## src/rtl/mem_arbiter_pkg.sv

```systemverilog
// -----------------------------------------------------------------------------
// mem_arbiter_pkg
// Shared types and constants for the IFU/LSU memory-port arbiter.
//   state_t : arbiter FSM states (IDLE, REQ, RESP)
//   owner_t : which requester owns the transaction in flight
//   FUNC_LW : word/unsigned function code, default for instruction fetches
// -----------------------------------------------------------------------------
package mem_arbiter_pkg;

  typedef enum logic [1:0] {
    IDLE = 2'd0,
    REQ  = 2'd1,
    RESP = 2'd2
  } state_t;

  typedef enum logic {
    OWN_IFU = 1'b0,
    OWN_LSU = 1'b1
  } owner_t;

  localparam logic [2:0] FUNC_LW = 3'b010;

  // One-hot grant vector position for each owner (bit 0 IFU, bit 1 LSU).
  function automatic logic [1:0] owner_onehot(input owner_t own);
    logic [1:0] oh;
    case (own)
      OWN_IFU: oh = 2'b01;
      OWN_LSU: oh = 2'b10;
      default: oh = 2'b00;
    endcase
    return oh;
  endfunction

endpackage

```

## src/rtl/mem_arbiter_rr_arb2.sv

```systemverilog
// -----------------------------------------------------------------------------
// rr_arb2
// Combinational two-way round-robin pick between IFU and LSU.
// Ports:
//   req_ifu, req_lsu : request valids
//   last             : owner granted most recently
//   grant[1:0]       : one-hot grant, bit 0 = IFU, bit 1 = LSU (0 when idle)
// -----------------------------------------------------------------------------
module rr_arb2
  import mem_arbiter_pkg::*;
(
  input  logic       req_ifu,
  input  logic       req_lsu,
  input  owner_t     last,
  output logic [1:0] grant
);

  // Round-robin pick: on contention the requester that was not served last wins.
  always_comb begin
    grant = 2'b00;
    if (req_ifu && req_lsu) begin
      if (last == OWN_LSU) begin
        grant = owner_onehot(OWN_IFU);
      end else begin
        grant = owner_onehot(OWN_LSU);
      end
    end else if (req_ifu) begin
      grant = owner_onehot(OWN_IFU);
    end else if (req_lsu) begin
      grant = owner_onehot(OWN_LSU);
    end else begin
      grant = 2'b00;
    end
  end

endmodule

```

## src/rtl/mem_arbiter.sv

```systemverilog
// -----------------------------------------------------------------------------
// mem_arbiter
// Shares one memory port between instruction fetch (IFU, read-only) and the
// load/store unit (LSU, read/write). One transaction is outstanding at a time;
// the winning request is latched so the memory side sees a stable payload
// for as long as it takes to accept it, and the response is passed straight
// through to the owner.
// Ports:
//   clk, rst                    : clock, synchronous active-low reset
//   ifu_req_* / ifu_addr        : fetch request channel (valid/ready)
//   ifu_resp_* / ifu_rdata      : fetch response channel (valid/ready)
//   lsu_req_* / lsu_wen/func/addr/wdata : load/store request channel
//   lsu_resp_* / lsu_rdata      : load data / store ack channel
//   mem_req_* / mem_wen/func/addr/wdata : request towards memory/bus bridge
//   mem_resp_* / mem_rdata      : response from memory (reads and writes)
//   busy                        : a transaction is in flight
// -----------------------------------------------------------------------------
module mem_arbiter
  import mem_arbiter_pkg::*;
#(
  parameter int         ADDR_W   = 32,
  parameter int         DATA_W   = 32,
  parameter logic [2:0] IFU_FUNC = FUNC_LW
) (
  input  logic              clk,
  input  logic              rst,

  input  logic              ifu_req_valid,
  output logic              ifu_req_ready,
  input  logic [ADDR_W-1:0] ifu_addr,
  output logic              ifu_resp_valid,
  input  logic              ifu_resp_ready,
  output logic [DATA_W-1:0] ifu_rdata,

  input  logic              lsu_req_valid,
  output logic              lsu_req_ready,
  input  logic              lsu_wen,
  input  logic [2:0]        lsu_func,
  input  logic [ADDR_W-1:0] lsu_addr,
  input  logic [DATA_W-1:0] lsu_wdata,
  output logic              lsu_resp_valid,
  input  logic              lsu_resp_ready,
  output logic [DATA_W-1:0] lsu_rdata,

  output logic              mem_req_valid,
  input  logic              mem_req_ready,
  output logic              mem_wen,
  output logic [2:0]        mem_func,
  output logic [ADDR_W-1:0] mem_addr,
  output logic [DATA_W-1:0] mem_wdata,
  input  logic              mem_resp_valid,
  output logic              mem_resp_ready,
  input  logic [DATA_W-1:0] mem_rdata,

  output logic              busy
);

  state_t            state_r;
  state_t            state_nxt_s;
  owner_t            owner_r;
  owner_t            last_r;
  logic [ADDR_W-1:0] addr_r;
  logic [DATA_W-1:0] wdata_r;
  logic              wen_r;
  logic [2:0]        func_r;

  logic [1:0]        grant_s;
  logic              take_ifu_s;
  logic              take_lsu_s;
  logic              resp_hs_s;

  rr_arb2 u_rr_arb2 (
    .req_ifu (ifu_req_valid),
    .req_lsu (lsu_req_valid),
    .last    (last_r),
    .grant   (grant_s)
  );

  // State register.
  always_ff @(posedge clk) begin
    if (!rst) begin
      state_r <= IDLE;
    end else begin
      state_r <= state_nxt_s;
    end
  end

  // Next state plus handshake outputs. Readies exist only in IDLE and only
  // towards the granted requester; in RESP the owner's channel is wired
  // straight to memory so the response arrives in the same cycle.
  always_comb begin
    state_nxt_s    = state_r;
    ifu_req_ready  = 1'b0;
    lsu_req_ready  = 1'b0;
    mem_req_valid  = 1'b0;
    mem_resp_ready = 1'b0;
    ifu_resp_valid = 1'b0;
    lsu_resp_valid = 1'b0;
    take_ifu_s     = 1'b0;
    take_lsu_s     = 1'b0;
    resp_hs_s      = 1'b0;
    case (state_r)
      IDLE: begin
        ifu_req_ready = grant_s[0];
        lsu_req_ready = grant_s[1];
        if (grant_s[0] && ifu_req_valid) begin
          take_ifu_s  = 1'b1;
          state_nxt_s = REQ;
        end else if (grant_s[1] && lsu_req_valid) begin
          take_lsu_s  = 1'b1;
          state_nxt_s = REQ;
        end else begin
          state_nxt_s = IDLE;
        end
      end
      REQ: begin
        mem_req_valid = 1'b1;
        if (mem_req_ready) begin
          state_nxt_s = RESP;
        end else begin
          state_nxt_s = REQ;
        end
      end
      RESP: begin
        if (owner_r == OWN_IFU) begin
          mem_resp_ready = ifu_resp_ready;
          ifu_resp_valid = mem_resp_valid;
          resp_hs_s      = mem_resp_valid && ifu_resp_ready;
        end else begin
          mem_resp_ready = lsu_resp_ready;
          lsu_resp_valid = mem_resp_valid;
          resp_hs_s      = mem_resp_valid && lsu_resp_ready;
        end
        if (resp_hs_s) begin
          state_nxt_s = IDLE;
        end else begin
          state_nxt_s = RESP;
        end
      end
      default: begin
        state_nxt_s = IDLE;
      end
    endcase
  end

  // Payload latch and ownership tracking, captured on the request handshake.
  // last starts at LSU so the first contended grant after reset goes to IFU.
  always_ff @(posedge clk) begin
    if (!rst) begin
      owner_r <= OWN_IFU;
      last_r  <= OWN_LSU;
      addr_r  <= {ADDR_W{1'b0}};
      wdata_r <= {DATA_W{1'b0}};
      wen_r   <= 1'b0;
      func_r  <= 3'b000;
    end else if (take_ifu_s) begin
      owner_r <= OWN_IFU;
      last_r  <= OWN_IFU;
      addr_r  <= ifu_addr;
      wdata_r <= {DATA_W{1'b0}};
      wen_r   <= 1'b0;
      func_r  <= IFU_FUNC;
    end else if (take_lsu_s) begin
      owner_r <= OWN_LSU;
      last_r  <= OWN_LSU;
      addr_r  <= lsu_addr;
      wdata_r <= lsu_wdata;
      wen_r   <= lsu_wen;
      func_r  <= lsu_func;
    end else begin
      owner_r <= owner_r;
      last_r  <= last_r;
      addr_r  <= addr_r;
      wdata_r <= wdata_r;
      wen_r   <= wen_r;
      func_r  <= func_r;
    end
  end

  // Memory payload comes only from the latch, never from requester inputs.
  assign mem_wen   = wen_r;
  assign mem_func  = func_r;
  assign mem_addr  = addr_r;
  assign mem_wdata = wdata_r;

  // Read data is a pass-through; only meaningful while the owner's resp_valid is high.
  assign ifu_rdata = mem_rdata;
  assign lsu_rdata = mem_rdata;

  assign busy = (state_r != IDLE);

endmodule

```

## config.mk

```make
export PLATFORM = sky130hd
export DESIGN_NAME = mem_arbiter
export DESIGN_NICKNAME = d
export VERILOG_FILES = /design/src/rtl/mem_arbiter_pkg.sv /design/src/rtl/mem_arbiter_rr_arb2.sv /design/src/rtl/mem_arbiter.sv
export SDC_FILE = /design/constraint.sdc
export NUM_CORES = 1
export LEC_CHECK = 0
export CORE_ASPECT_RATIO = 0.6
export CORE_MARGIN = 2
export CORE_UTILIZATION = 31
export DETAILED_ROUTE_END_ITERATION = 7
export PLACE_DENSITY = 0.78
export SLEW_MARGIN = 20
export SYNTH_ARGS = -nofsm -noshare
export SYNTH_HDL_FRONTEND = slang
export SYNTH_SLANG_ARGS = --single-unit
export TNS_END_PERCENT = 10
```

## constraint.sdc

```tcl
create_clock -name clk -period 1.5 [get_ports clk]
set_clock_uncertainty 0.1 [all_clocks]
set_input_delay 0.3 -clock clk [delete_from_list [all_inputs] [get_ports clk]]
set_output_delay 0.3 -clock clk [all_outputs]
set_load 0.01 [all_outputs]
```

# [Yosys cells after proc, flatten, opt, wreduce, memory -nomap -nowiden]
# Index checks and enable logic that the tools add are counted.
[totals] register_bits=72 inputBits=140 wordCells=51
[classes] n_eq_ne=2 mux=31 n_bitwise=1 n_reduce_logical=9
[ops] cell="$mux W32" n=2
[ops] cell="$mux W1" n=20
[ops] cell="$mux W2" n=8
[ops] cell="$pmux W2 S3" n=1
[ops] cell="$logic_and A1 B1 Y1" n=5
[ops] cell="$reduce_bool A2 Y1" n=2
[ops] cell="$eq A2 B1 Y1 const B" n=1
[ops] cell="$eq A2 B2 Y1 const B" n=1
[ops] cell="$logic_not A2 Y1" n=1
[ops] cell="$reduce_or A2 Y1" n=1
[ops] cell="$not A1 Y1" n=1

# [Logic depth before layout (Yosys ltp)]
# Gate-level depths: netlist of run 1.
[depth] depth_word=9 mapped_depth=6 depth_no_buf=3

# [Hierarchy]
# Synthesis of run 1 repeated with hierarchy kept, for this count alone.
[hier_totals] hier_cells=414 hier_area_um2=3553.4
[modules_own_cells] mod="mem_arbiter" n_inst=1 cells_each=411 area_each_um2=3534.6 seq_area_each_um2=1441.4
[modules_own_cells] mod="rr_arb2" n_inst=1 cells_each=3 area_each_um2=18.8 seq_area_each_um2=0.0

# [Worst setup path before layout of run 1]
# Ideal clock, no wire load.
[synth_timing] path_kind="flip-flop to output port" start="register state_r[0]" end="output lsu_req_ready" t_arrival_ns=1.208 t_required_ns=1.100 setup_slack_ns=-0.108 path_stages_with_launch=5 path_buffers=2 cell_sequence="dfxtp_1 or3b_1 buf_6 clkbuf_1 nor2_1"
[synth_between] elab_chain_len=2
[synth_rtl] element="start: declaration" line="mem_arbiter.sv:58" rtl="state_t state_r;"
[synth_rtl] element="start signal: assignment" line="mem_arbiter.sv:84" rtl="state_r <= state_nxt_s;"
[synth_rtl] element="$logic_not A2 Y1" line="mem_arbiter.sv:102" rtl="case (state_r)"
[synth_rtl] element="$mux W1" line="mem_arbiter.sv:102"
[synth_rtl] element="end: declaration" line="mem_arbiter.sv:36" rtl="output logic lsu_req_ready,"
# No other way between the ends.

# [Worst setup path after layout of run 1]
[layout_timing] start="register state_r[1]" end="output lsu_req_ready"
# Same word-level chain as after synthesis.

==> summary.txt, run 1 <==
Global route
  – Vias in the first global route: 3,786
  – Total GRT Usage: 21.32%
  – Largest net degree at the start of global routing: 38
  – Global-route wire length before repair: 20.55 mm
  – Number of antenna violations at the first check in global routing: 0
  – GRT overflow: 0

Synthesis
  – Synth warnings: 0
  – Avg Inst Size Synth: 8.214 µm²
  – Post-Syn Area: 3680 µm²
  – EDFF count, synth: 0
  – Cell variety after synth: 29
  – Asr flop ratio synth: 0%
  – Syn Inst Count: 448
  – Post-synthesis sequential area ratio: 39.17%
  – Yosys top cell by area: dfxtp_1
  – Synth Net Count: 588
  – Dominant cells by area after synthesis: dfxtp_1 (39%), buf_4 (13%), a21oi_1 (9.2%)
  – Share of the synthesized area in the top cell type: 39.17%
  – Yosys reg bits: 72
  – Top FF cell, synth: dfxtp_1

Power
  – Peak ir drop on the vdd network: 0.5973 mV
  – Clk pwr share: 39.3%
  – Power density over the cells: 1053 nW/µm²
  – Leakage power: 2.409 nW
  – Sw power: 1.769 mW
  – Internal power: 4.668 mW
  – Sw Ratio: 27.48%
  – Final Total Pwr: 6.437 mW
  – Sequential share of power: 33.7%
  – Combinational share of power: 27.0%

STA
  – PnR worst setup slack: -227.1 ps
  – Total negative slack: -10,930 ps
  – Slew Viols, Final: 0
  – Period minus WS final: 1727 ps
  – Final hold violation count: 0
  – RSZ-0062 raised after global routing: yes
  – Peak Freq: 579.0 MHz
  – Crit share post-route: 115.1%
  – Final setup fails: 75
  – Worst slew pin tran: 427.9 ps
  – Slew HR: 71.47%

Placement
  – Port buffer count: 182
  – Dpl hpwl: 8.595 mm
  – GPL Wtd Cong: 0.7706
  – Dpl cells: 703

Hold path
  – Hold WC Path Type: register to register

Flow run
  – Max Cap Viol: 0

Clock network
  – Hold buffer count at cts: 0
  – Clock Path Buffers: 2
  – H-tree depth: 3
  – Clock buffer count from CTS: 9
  – CTS tree: yes
  – CTS root buffer: clkbuf_16
  – Clk_lat worst skew: 320 ps
  – Sink Count: 72
  – Clk pin slew, worst setup/hold paths: 60 ps

Floorplanning
  – Core ar.: 11,450 µm²
  – Die area: 12,790 µm²
  – Chip height: 88.39 µm
  – Top-level port count: 279
  – Row cnt: 30
  – Starting density of the core: 32.14%
  – Chip width: 144.7 µm

Route
  – DR iter-0 viols: 148
  – Post-Route WL: 14.04 mm
  – Wire length per cell: 19.23 µm
  – Final ANT Viol Nets: 0
  – Drt pass-1 iters: 4
  – DRC: 0
  – Vias: 3,795
  – Vias/cell: 5.199

Critical path
  – Critical path fanouts, max: 4
  – Startpoint Class: register
  – Critical Path RT: 1100 ps
  – Crit end category: primary output
  – CP arrival: 1330 ps
  – Kind of critical path: register to primary output

Cells and area
  – Nets@finish: 705
  – Util after Layout: 53.41%
  – Synth-to-layout area growth: 66.17%
  – Share of cells above drive strength 1: 22.11%
  – Non-filler cells in the finished layout: 730
  – Diode count: 0

Outcome
  – Failing checks: negative setup slack
  – Status: finished with violations
[path summary, 6_finish.rpt]
path / start / endpoint / slack, ps / depth (start not counted)
setup reg to reg: state_r[1]$_SDFF_PN0_ / mem_addr[1]$_SDFFE_PN0P_ / -220 / 6
setup / recovery: state_r[1]$_SDFF_PN0_ / lsu_req_ready / -230 / 3
hold / removal: mem_wdata[4]$_SDFFE_PP0P_ / mem_wdata[4]$_SDFFE_PP0P_ / 360 / 2
hold reg to reg: mem_wdata[4]$_SDFFE_PP0P_ / mem_wdata[4]$_SDFFE_PP0P_ / 360 / 2
[cell families (layout without fill, tap and decap cells)]
logic type / after synthesis / after routing / synth area share [%]
AO/OA/AOI/OAI: 110 / 110 / 15.57
buffers and inverters: 112 / 234 / 20.03
flip-flops: 72 / 72 / 39.17
multiplexers: 1 / 1 / 0.2720
AND/OR/NAND/NOR: 153 / 153 / 24.96
[final cells by class]
class | count | area (µm²)
timing repair buffer | 216 | 2233
clock buffer | 11 | 252.7
inverter | 2 | 7.507
sequential | 72 | 1451
fill | 1025 | 5334
clock inverter | 5 | 102.6
tap | 160 | 200.2
multi-input combinational | 264 | 1867
[timing repair]
action / CTS / global route
resized for setup: 180 / 50
pin swaps: 8 / 12
setup endpoints to repair: 145 / 76
gates cloned: 5 / 1
setup buffers: 5 / 1
[critical path, cell delays in order (launching register included)]
cell and delay, ps:
dfxtp_4 360, or3b_4 430, nor2_4 110, buf_6 110
[synthesized netlist by cell type, types with 4 or more instances]
cell      instances
buf_2            19
dfxtp_1          72
nor4b_1          31
clkbuf_1         18
buf_6             7
nand2_1           4
o21ai_0          30
buf_4            64
nor3_1           62
a21oi_1          68
nand3_1          35
o21ai_1           7
nor2_1            5
[power by group through the flow]
| stage | Clock [mW] | Sequential, mW | Combinational [mW] |
|---|---|---|---|
| floorplan | 0 | 2.27 | 0.768 |
| CTS | 2.58 | 2.16 | 1.66 |
| detailed placement | 0 | 2.20 | 1.48 |
| global route | 2.68 | 2.19 | 1.85 |
| global placement | 0 | 2.20 | 1.45 |
| finish | 2.53 | 2.17 | 1.74 |
[state kept, by name, indices dropped and copies added, names as in the netlist]
register / flops
mem_wdata: 32
state_r: 2
mem_addr: 32
last_r: 1
mem_func: 3
mem_wen: 1
owner_r: 1
[per-stage QoR]
stage               cell area, µm²  hold WS, ps  worst slack (ps)
finish                        6115        361.1            -227.1
global route                  6115        388.9            -263.9
CTS                           5966        374.4            -244.6
detailed placement            5235        368.2            -832.1
global placement              5235        361.1            -827.3
floorplan                     3685        337.4            -27.33
[metal layers]
layer	GRT usage [%]	share of wire, %	vias up
met5	1.880	0	-
met4	5.914	1.0	0
met3	8.874	9.6	16
met2	34.81	45	171
met1	26.03	45	1833
li1	-	-	1775
[cells in the final DEF (no fill, tap or decap), types with 5 or more instances in the layout]
master	instances
nor4b_1	27
nor3_2	23
clkdlybuf4s50_1	105
a21oi_1	68
buf_16	6
buf_12	8
buf_4	14
nor3_1	31
o21ai_1	24
dlygate4sd2_1	70
nand3_1	35
nor3_4	11
buf_6	7
dfxtp_1	68
clkbuf_16	10
o21ai_2	11
nor4b_2	5
No activity file was read; power rests on OpenSTA's default activity.
==> inputs of run 2 (changes only) <==
TNS_END_PERCENT = default   (was 10)
==> summary.txt, run 2 (synthesis results as in run 1) <==
Critical path
  – Startpoint Class: register
  – CP Depth: 3 (unchanged)
  – WP buf/inv: 1 (unchanged)
  – R2R cell count: 6 (unchanged)
  – Largest stage delay on the critical path: 430 ps (about the same)
  – Critical path fanouts, max: 4 (unchanged)
  – Critical Path, Cell by Cell: or3b_4, nor2_4, buf_6
  – Setup crit end: lsu_req_ready
  – Crit path from: state_r[1]$_SDFF_PN0_
  – Crit end category: primary output
  – Top delay family on crit path: simple AND/OR/NAND/NOR gates
  – Slowest-stage cell, CP: or3b_4
  – Worst r2r dst: mem_wdata[18]$_SDFFE_PP0P_
  – Reg2reg start: state_r[1]$_SDFF_PN0_
  – CP arrival: 1330 ps (about the same)
  – Reg2reg setup slack: -220 ps (about the same)
  – Critical Path RT: 1100 ps (about the same)
  – Kind of critical path: register to primary output

STA
  – Final hold violation count: 0 (unchanged)
  – Period minus WS final: 1734 ps (+6.786 ps)
  – PnR worst setup slack: -233.9 ps (-6.786 ps)
  – Total negative slack: -11,260 ps (-326.8 ps)
  – Slew Viols, Final: 0 (unchanged)
  – Worst slew pin tran: 400.7 ps (-27.22 ps)
  – RSZ-0062 raised after global routing: yes
  – Slew HR: 73.29% (+1.8 points)
  – Final setup fails: 76 (+1.3%)
  – Peak Freq: 576.7 MHz (-0.39%)
  – Worst Hold Margin: 363.3 ps (+2.191 ps)
  – Crit share post-route: 115.6% (+0.45 points)

Cells and area
  – Most frequent cells in the layout: clkdlybuf4s50_1 (105), dlygate4sd2_1 (70), dfxtp_1 (68)
  – Diode count: 0 (unchanged)
  – Share of cells above drive strength 1: 31.10% (+9.0 points)
  – Nets@finish: 717 (+1.7%)
  – Synth-to-layout area growth: 81.71%
  – Commonest non-fill, non-tap cell in the layout: clkdlybuf4s50_1
  – Fill count: 961 (-6.2%)

Hold path
  – Hold WC Path Type: register to register
  – Cells on Worst Hold Path: 2 (unchanged)

Floorplanning
  – Core ar.: 11,450 µm² (unchanged)
  – Top-level port count: 279 (unchanged)
  – Chip width: 144.7 µm (unchanged)
  – Row cnt: 30 (unchanged)
  – Starting density of the core: 32.14% (unchanged)
  – Chip height: 88.39 µm (unchanged)
  – Die area: 12,790 µm² (unchanged)

Placement
  – Dpl hpwl: 8.595 mm (unchanged)
  – Port buffer count: 182 (unchanged)
  – GPL Wtd Cong: 0.7706 (unchanged)

Power
  – Peak ir drop on the vdd network: 0.5476 mV (-8.3%)
  – Power density over the cells: 1010 nW/µm² (-4.0%)
  – Leakage power: 2.604 nW (+8.1%)
  – Final Total Pwr: 6.756 mW (+5.0%)

Clock network
  – Clock Path Buffers: 2 (unchanged)
  – H-tree depth: 3 (unchanged)
  – CTS tree: yes
  – Clk pin slew, worst setup/hold paths: 60 ps (about the same)
  – Clk_lat worst skew: 320 ps (about the same)
  – CTS root buffer: clkbuf_16
  – Sink Count: 72 (unchanged)
  – Clock buffer count from CTS: 9 (unchanged)

Route
  – Drt pass-1 iters: 4 (unchanged)
  – Post-Route WL: 15.56 mm (+11%)
  – DR iter-0 viols: 210 (+42%)
  – Vias/cell: 5.286 (+1.7%)
  – DRC: 0 (unchanged)
  – Final ANT Viol Nets: 0 (unchanged)
  – Wire length per cell: 20.97 µm (+9.1%)
  – Vias: 3,922 (+3.3%)

Global route
  – GRT overflow: 0 (unchanged)
  – Global-route wire length before repair: 22.29 mm (+8.5%)
  – Vias in the first global route: 3,958 (+4.5%)
  – Largest net degree at the start of global routing: 38 (unchanged)
  – Total GRT Usage: 23.50% (+2.2 points)
  – Number of antenna violations at the first check in global routing: 0 (unchanged)

Outcome
  – Failing checks: negative setup slack
  – Status: finished with violations

Flow run
  – Max Cap Viol: 0 (unchanged)
==> run 2: how the worst min path moves through the flow <==
stage / from / endpoint / slack, ps
2_1_floorplan: mem_req_ready / state_r[1]$_SDFF_PN0_ / 340
3_3_place_gp: mem_wdata[21]$_SDFFE_PP0P_ / mem_wdata[21]$_SDFFE_PP0P_ / 360
3_5_place_dp: mem_wdata[7]$_SDFFE_PP0P_ / mem_wdata[7]$_SDFFE_PP0P_ / 370
4_1_cts: mem_wdata[18]$_SDFFE_PP0P_ / mem_wdata[18]$_SDFFE_PP0P_ / 360
5_1_grt: mem_wdata[4]$_SDFFE_PP0P_ / mem_wdata[4]$_SDFFE_PP0P_ / 390
6_report: mem_wdata[4]$_SDFFE_PP0P_ / mem_wdata[4]$_SDFFE_PP0P_ / 360
==> run 2: timing repair <==
action,in CTS,in global routing
endpoints found under the hold margin,0,0
pin swaps,7,16
resized for setup,232,69
hold buffers,0,0
setup endpoints to repair,145,76
setup buffers,12,1
cloned,10,3
==> run 2: final cells by class <==
class	instances	area [µm²]	area share, %
sequential	72	1449	21.67
clock buffer	11	252.7	3.780
inverter	2	7.507	0.1123
timing repair buffer	228	2477	37.05
tap	160	200.2	2.994
clock inverter	5	102.6	1.534
multi-input combinational	264	2197	32.86
==> run 2: report_power, final <==
| group | total [mW] | internal, mW | switching (mW) |
|---|---|---|---|
| Combinational | 2.04 | 1.03 | 1.01 |
| Clock | 2.54 | 1.71 | 0.830 |
| Sequential | 2.17 | 2.08 | 0.0943 |
| Total | 6.76 | 4.82 | 1.94 |
==> run 2: worst register-to-register path: stages (launching register included) <==
cell	delay [ps]
dfxtp_4	350
or3b_4	430
buf_4	160
buf_12	150
buf_16	170
o21ai_2	170
a21oi_2	70
==> run 2: metrics by stage <==
step	instance area, µm²	setup WS, ps	cells	util, %
6_report	6686	-233.9	742	58.40
5_1_grt	6686	-272.6	742	58.40
4_1_cts	6374	-245.1	741	55.67
3_5_place_dp	5235	-832.1	703	45.73
3_3_place_gp	5235	-827.3	703	45.73
2_1_floorplan	3685	-27.33	448	-
==> run 2: routing by layer <==
layer / share of wire (%) / track usage (%)
met1: 44 / 29.65
met2: 46 / 37.18
met3: 9.2 / 9.253
met4: 0.81 / 7.326
met5: 0 / 1.880
==> inputs of run 3 (changes only) <==
CAP_MARGIN = 20   (was default)
==> results of run 3 <==
No change in the layout: final DEF, timing and power equal those of run 2.
